$ cat config.mk
export PLATFORM = sky130hd
export DESIGN_NAME = mem_responder
export DESIGN_NICKNAME = d
export VERILOG_FILES = /design/src/rtl/mem_responder.sv
export SDC_FILE = /design/constraint.sdc
export NUM_CORES = 1
export LEC_CHECK = 0
export CORE_ASPECT_RATIO = 0.75
export CORE_UTILIZATION = 55
export CTS_CLUSTER_DIAMETER = 40
export DETAILED_ROUTE_END_ITERATION = 10
export HOLD_SLACK_MARGIN = 0.06
export PLACE_DENSITY = 0.72
export SKIP_CTS_REPAIR_TIMING = 1
export SLEW_MARGIN = 20
export SYNTH_ARGS = -nofsm -noshare
export SYNTH_HDL_FRONTEND = slang
export SYNTH_SLANG_ARGS = --single-unit
$ cat constraint.sdc
create_clock -name clk -period 2.8 [get_ports clk]
set_input_delay 0.56 -clock clk [delete_from_list [all_inputs] [get_ports clk]]
set_output_delay 0.56 -clock clk [all_outputs]
set_load 0.05 [all_outputs]
$ cat src/rtl/mem_responder.sv
// Valid/ready memory-bus target: register-file memory with a fixed number of
// wait states ahead of a one-cycle ready strobe, plus initiator protocol checks.
module mem_responder #(
    parameter int WIDTH       = 8,
    parameter int DEPTH       = 32,
    parameter int ADDR_WIDTH  = $clog2(DEPTH),
    parameter int WAIT_CYCLES = 1
) (
    input  logic                  clk,
    input  logic                  rst,
    input  logic                  valid,
    input  logic                  write,
    input  logic [ADDR_WIDTH-1:0] addr,
    input  logic [WIDTH-1:0]      wdata,
    output logic                  ready,
    output logic [WIDTH-1:0]      rdata,
    output logic                  busy,
    output logic                  proto_err
);

    generate
        if (WAIT_CYCLES < 0 || WAIT_CYCLES > 3) begin : g_bad_wait
            $error("mem_responder: WAIT_CYCLES must be in 0..3");
        end
    endgenerate

    localparam logic [1:0] WAIT_INIT = 2'(WAIT_CYCLES);

    typedef enum logic [1:0] {
        IDLE = 2'd0,
        WAIT = 2'd1,
        RESP = 2'd2
    } state_t;

    state_t                state_q, state_d;
    logic [1:0]            cnt_q, cnt_d;
    logic                  write_q;
    logic [ADDR_WIDTH-1:0] addr_q;
    logic [WIDTH-1:0]      wdata_q;
    logic [WIDTH-1:0]      mem [DEPTH];

    logic load, do_wr, do_rd, err_d, mismatch, in_range;

    assign mismatch = (addr != addr_q) || (write != write_q) || (wdata != wdata_q);
    // Extra bit keeps the compare exact when DEPTH is a power of two.
    assign in_range = ({1'b0, addr_q} < (ADDR_WIDTH + 1)'(DEPTH));
    assign busy     = (state_q != IDLE);

    always_comb begin
        state_d = state_q;
        cnt_d   = cnt_q;
        load    = 1'b0;
        do_wr   = 1'b0;
        do_rd   = 1'b0;
        err_d   = 1'b0;
        case (state_q)
            IDLE: begin
                if (valid) begin
                    load    = 1'b1;
                    cnt_d   = WAIT_INIT;
                    state_d = (WAIT_CYCLES == 0) ? RESP : WAIT;
                end
            end
            WAIT: begin
                if (!valid) begin
                    err_d   = 1'b1;
                    state_d = IDLE;
                end else begin
                    err_d = mismatch;
                    cnt_d = cnt_q - 2'd1;
                    if (cnt_q == 2'd1) state_d = RESP;
                end
            end
            RESP: begin
                state_d = IDLE;
                if (valid) begin
                    do_wr = write_q;
                    do_rd = !write_q;
                end else begin
                    err_d = 1'b1;
                end
            end
            default: state_d = IDLE;
        endcase
    end

    always_ff @(posedge clk) begin
        if (rst) begin
            state_q   <= IDLE;
            cnt_q     <= '0;
            ready     <= 1'b0;
            rdata     <= '0;
            proto_err <= 1'b0;
            write_q   <= 1'b0;
            addr_q    <= '0;
            wdata_q   <= '0;
            for (int unsigned i = 0; i < DEPTH; i++) mem[i] <= '0;
        end else begin
            state_q   <= state_d;
            cnt_q     <= cnt_d;
            ready     <= (state_d == RESP);
            proto_err <= err_d;
            if (load) begin
                write_q <= write;
                addr_q  <= addr;
                wdata_q <= wdata;
            end
            if (do_wr && in_range) mem[addr_q] <= wdata_q;
            if (do_rd) rdata <= in_range ? mem[addr_q] : '0;
        end
    end

endmodule
==> impl_metrics.csv <==
group,metric,value,unit
run_status,outcome,"complete, no violations",
cells_and_area,final.fill_count,1702,
timing,tightest_slew,0.896,ns
clock_tree,tritoncts_num_sinks,284,
critical_path,critical_path_peak_fanout,5,
synth,synthFlopType,"edfxtp_1",
timing,layout_setup_ws,0.109,ns
grt,grt_overflow_total,0,
synth,mean_cell_area_of_the_mapped_netlist,13.2,sq um
grt,grt_antenna_before_repair,0,
timing,setup_violations,0,
critical_path,critical_path.most_common_cell,"inv_1",
place,placement.setup.worst_slack,0.0682,ns
place,gp_congestion,0.868,
cells_and_area,insertedDiodeCount,0,
floorplan,core,23400,sq um
place,placement.io_buffers,27,
floorplan,die-area,24800,sq um
cells_and_area,final_layout_size_suffix_gt1_frac,0.185,
floorplan,io_pins,28,
synth,synth_enable_flop_cells,256,
floorplan,die-width,182,microns
cells_and_area,finalNetCount,1093,
synth,postSynth.asyncResetShare,0,
timing,timing.final.hold_violations,0,
grt,first_global_vias,8073,
timing,grt_setup_unrepaired,"false",
detailed_routing,detailroute.via_count,8283,
critical_path,cp_cell_sequence,"inv_1 > ha_1 > inv_1 > clkdlybuf4s50_1",
synth,synth_nets,1026,
detailed_routing,routed_via_density,5.92,
critical_path,critical_path.startpoint_type,"flop",
power,power-per-cell-area,670,nW/um^2
synth,syn_inst,1005,
timing,fmaxAchievable,0.372,GHz
critical_path,setup.worst_path.end_class,"output port",
power,total_leakage_power,5.59,nW
grt,grt_max_degree,50,
clock_tree,htree_levels,2,
clock_tree,number_of_buffers_on_the_longest_clock_path,3,
timing,maxSlewViolCount,0,
synth,yosys.area.top_type,"edfxtp_1",
critical_path,arrival_time_at_the_worst_endpoint,2.13,ns
clock_tree,root_buffer,"clkbuf_16",
detailed_routing,drt_iter0_markers,824,
synth,ys_top_cells_by_area,"edfxtp_1 (58%), and2_1 (12%), mux2i_1 (5.0%)",
synth,synth_cell_types,52,
critical_path,worst-endpoint-required,2.24,ns
place,placed_cells_incl_taps,1334,
run,max_cap_viol_count,0,
critical_path,timing.critical_path.slowest_stage_cell,"clkdlybuf4s50_1",
clock_tree,path_clk_slew,0.05,ns
synth,yosysWarnings,0,
place,place_hpwl,20600,microns
timing,setup_total_negative_slack,0,ns
timing,layout_worst_path_cycle_share,0.961,
detailed_routing,post_drt_wl_per_cell,22.9,microns
detailed_routing,postRouteWirelength,32000,microns
critical_path,path_class,"reg2out",
clock_tree,clock_latency_on_the_worst_skew_pair,0.51,ns
cells_and_area,synthToLayoutAreaGrowth,15.6,%
floorplan,row_count,48,
power,design_power_total,0.0103,W
floorplan,die_y,137,microns
synth,area_of_the_mapped_netlist,13300,sq um
power,vdd_drop_max,0.537,mV
grt,first_pass_grt_wire_length,48700,microns
timing,worst_slew_slack_as_a_fraction_of_its_limit,0.402,
synth,synthDominantCellAreaShare,0.578,
timing,finClkSkew,0.0118,ns
detailed_routing,detail_route.first_pass.iterations,5,
critical_path,crit_buf_inv,3,
synth,synth_seq_cells,284,
clock_tree,cts-buffers-inserted,36,
detailed_routing,drc,0,
worst_hold_path,hold_path_class,"reg2reg",
floorplan,initial_core_util,0.570,
timing,finalCriticalPeriod,2.69,ns
critical_path,worst_path_dominant_cell_family,"buffers and inverters",
cells_and_area,stdcell_count,1400,
detailed_routing,antenna_left,0,
critical_path,slowest_delay,0.81,ns
clock_tree,tritoncts_clock_tree,"done",
synth,synth_sequential_area_ratio,0.620,
grt,grt_total_usage,0.267,
==> flip-flops by register name (all words and copies together) (netlist names), 2 cells and up <==
signal   cells
state_q      2
cnt_q        2
wdata_q      8
addr_q       5
mem        256
rdata        8
==> cell usage after synthesis (all sizes together) (2+ instances only) <==
master and n:
mux2 14, nor2 50, nand4 4, nor3 11
a211oi 13, inv 6, ha 4, nand3 4
mux4 23, nor4 4, or4b 2, and3 3
or4 7, and2b 2, dfxtp 28, clkbuf 33
mux2i 67, o22ai 23, xor2 14, nand4b 2
buf 29, a32oi 2, edfxtp 256, a31oi 4
o221ai 2, o21ai 18, a311oi 3, or2 33
or4bb 4, nand2 39, nor2b 5, a21oi 23
a22oi 4, nand2b 4, and2 256
==> cells in the final DEF (no fill, tap or decap), types with 4 or more instances in the layout <==
cell             instances
clkbuf_16               37
buf_4                   61
nor3_1                   6
nand2_1                 39
clkbuf_1                 7
clkinv_1                 5
clkdlybuf4s50_1         26
bufinv_16                6
a31oi_1                  4
a21oi_1                 23
mux2_2                  14
nor2_2                   4
a211oi_1                13
mux4_2                  23
nor4_1                   4
nor2b_1                  5
o22ai_1                 23
nor2_1                  46
ha_1                     4
xor2_1                  14
a22oi_1                  4
edfxtp_1               256
inv_1                    6
or4_1                    7
inv_6                    4
nand2b_1                 4
o21ai_0                 18
or4bb_1                  4
nor3_2                   4
mux2i_1                 67
or2_2                   32
and2_1                 256
dfxtp_1                 26
==> cell type report <==
type	instances	area, sq um	area share
Sequential cell	284	8250	0.537
Multi-Input combinational cell	653	4710	0.306
Clock buffer	44	952	0.0619
Timing Repair Buffer	91	783	0.0509
Tap cell	300	375	0.0244
Clock inverter	22	282	0.0183
Inverter	6	22.5	0.00146
==> kinds of logic after synthesis <==
family | share of synthesized area
AO/OA/AOI/OAI | 0.0449
buffers and inverters | 0.0260
adder cells (fa/ha/maj) | 0.00376
XOR/XNOR | 0.00922
AND/OR/NAND/NOR | 0.195
flip-flops | 0.620
multiplexers | 0.101
==> report_power, final <==
group | total [W] | internal, W | leakage [nW] | switching (W)
sequential | 0.00483 | 0.00475 | 2.87 | 0.0000770
clock | 0.00477 | 0.00300 | 0.595 | 0.00178
combinational | 0.000701 | 0.000252 | 2.13 | 0.000448
==> per-layer routing <==
layer / up-vias / GRT usage / wire (microns)
met5: - / 0 / 0
met4: 0 / 0.0833 / 773
met3: 62 / 0.0463 / 2770
met2: 408 / 0.398 / 13800
met1: 4038 / 0.400 / 14600
li1: 3775 / - / -
==> worst reg2reg max path, delay by kind of cell, from the launching register on <==
family	cells	cell delay, ns
AOI/OAI and AO/OA	3	0.83
DFF	1	0.90
and+or+nand+nor	2	0.75
==> stage by stage <==
step / area, sq um / utilization / hold WS (ns)
after floorplan: 13300 / - / 0.454
after global placement: 14100 / 0.606 / 0.468
final: 15400 / 0.658 / 0.489
after global routing: 15400 / 0.658 / 0.524
after CTS: 15400 / 0.658 / 0.497
after detailed placement: 14100 / 0.606 / 0.485
==> path summary, 6_finish.rpt <==
check	slack [ns]	depth (start not counted)	end	from
hold reg to reg	0.49	2	cnt_q[1]	cnt_q[1]
hold / removal	0.49	2	cnt_q[1]	cnt_q[1]
setup reg to reg	0.23	5	rdata[3]	addr_q[2]
setup / recovery	0.11	4	busy	state_q[1]
(Power assumes the default switching activity.)
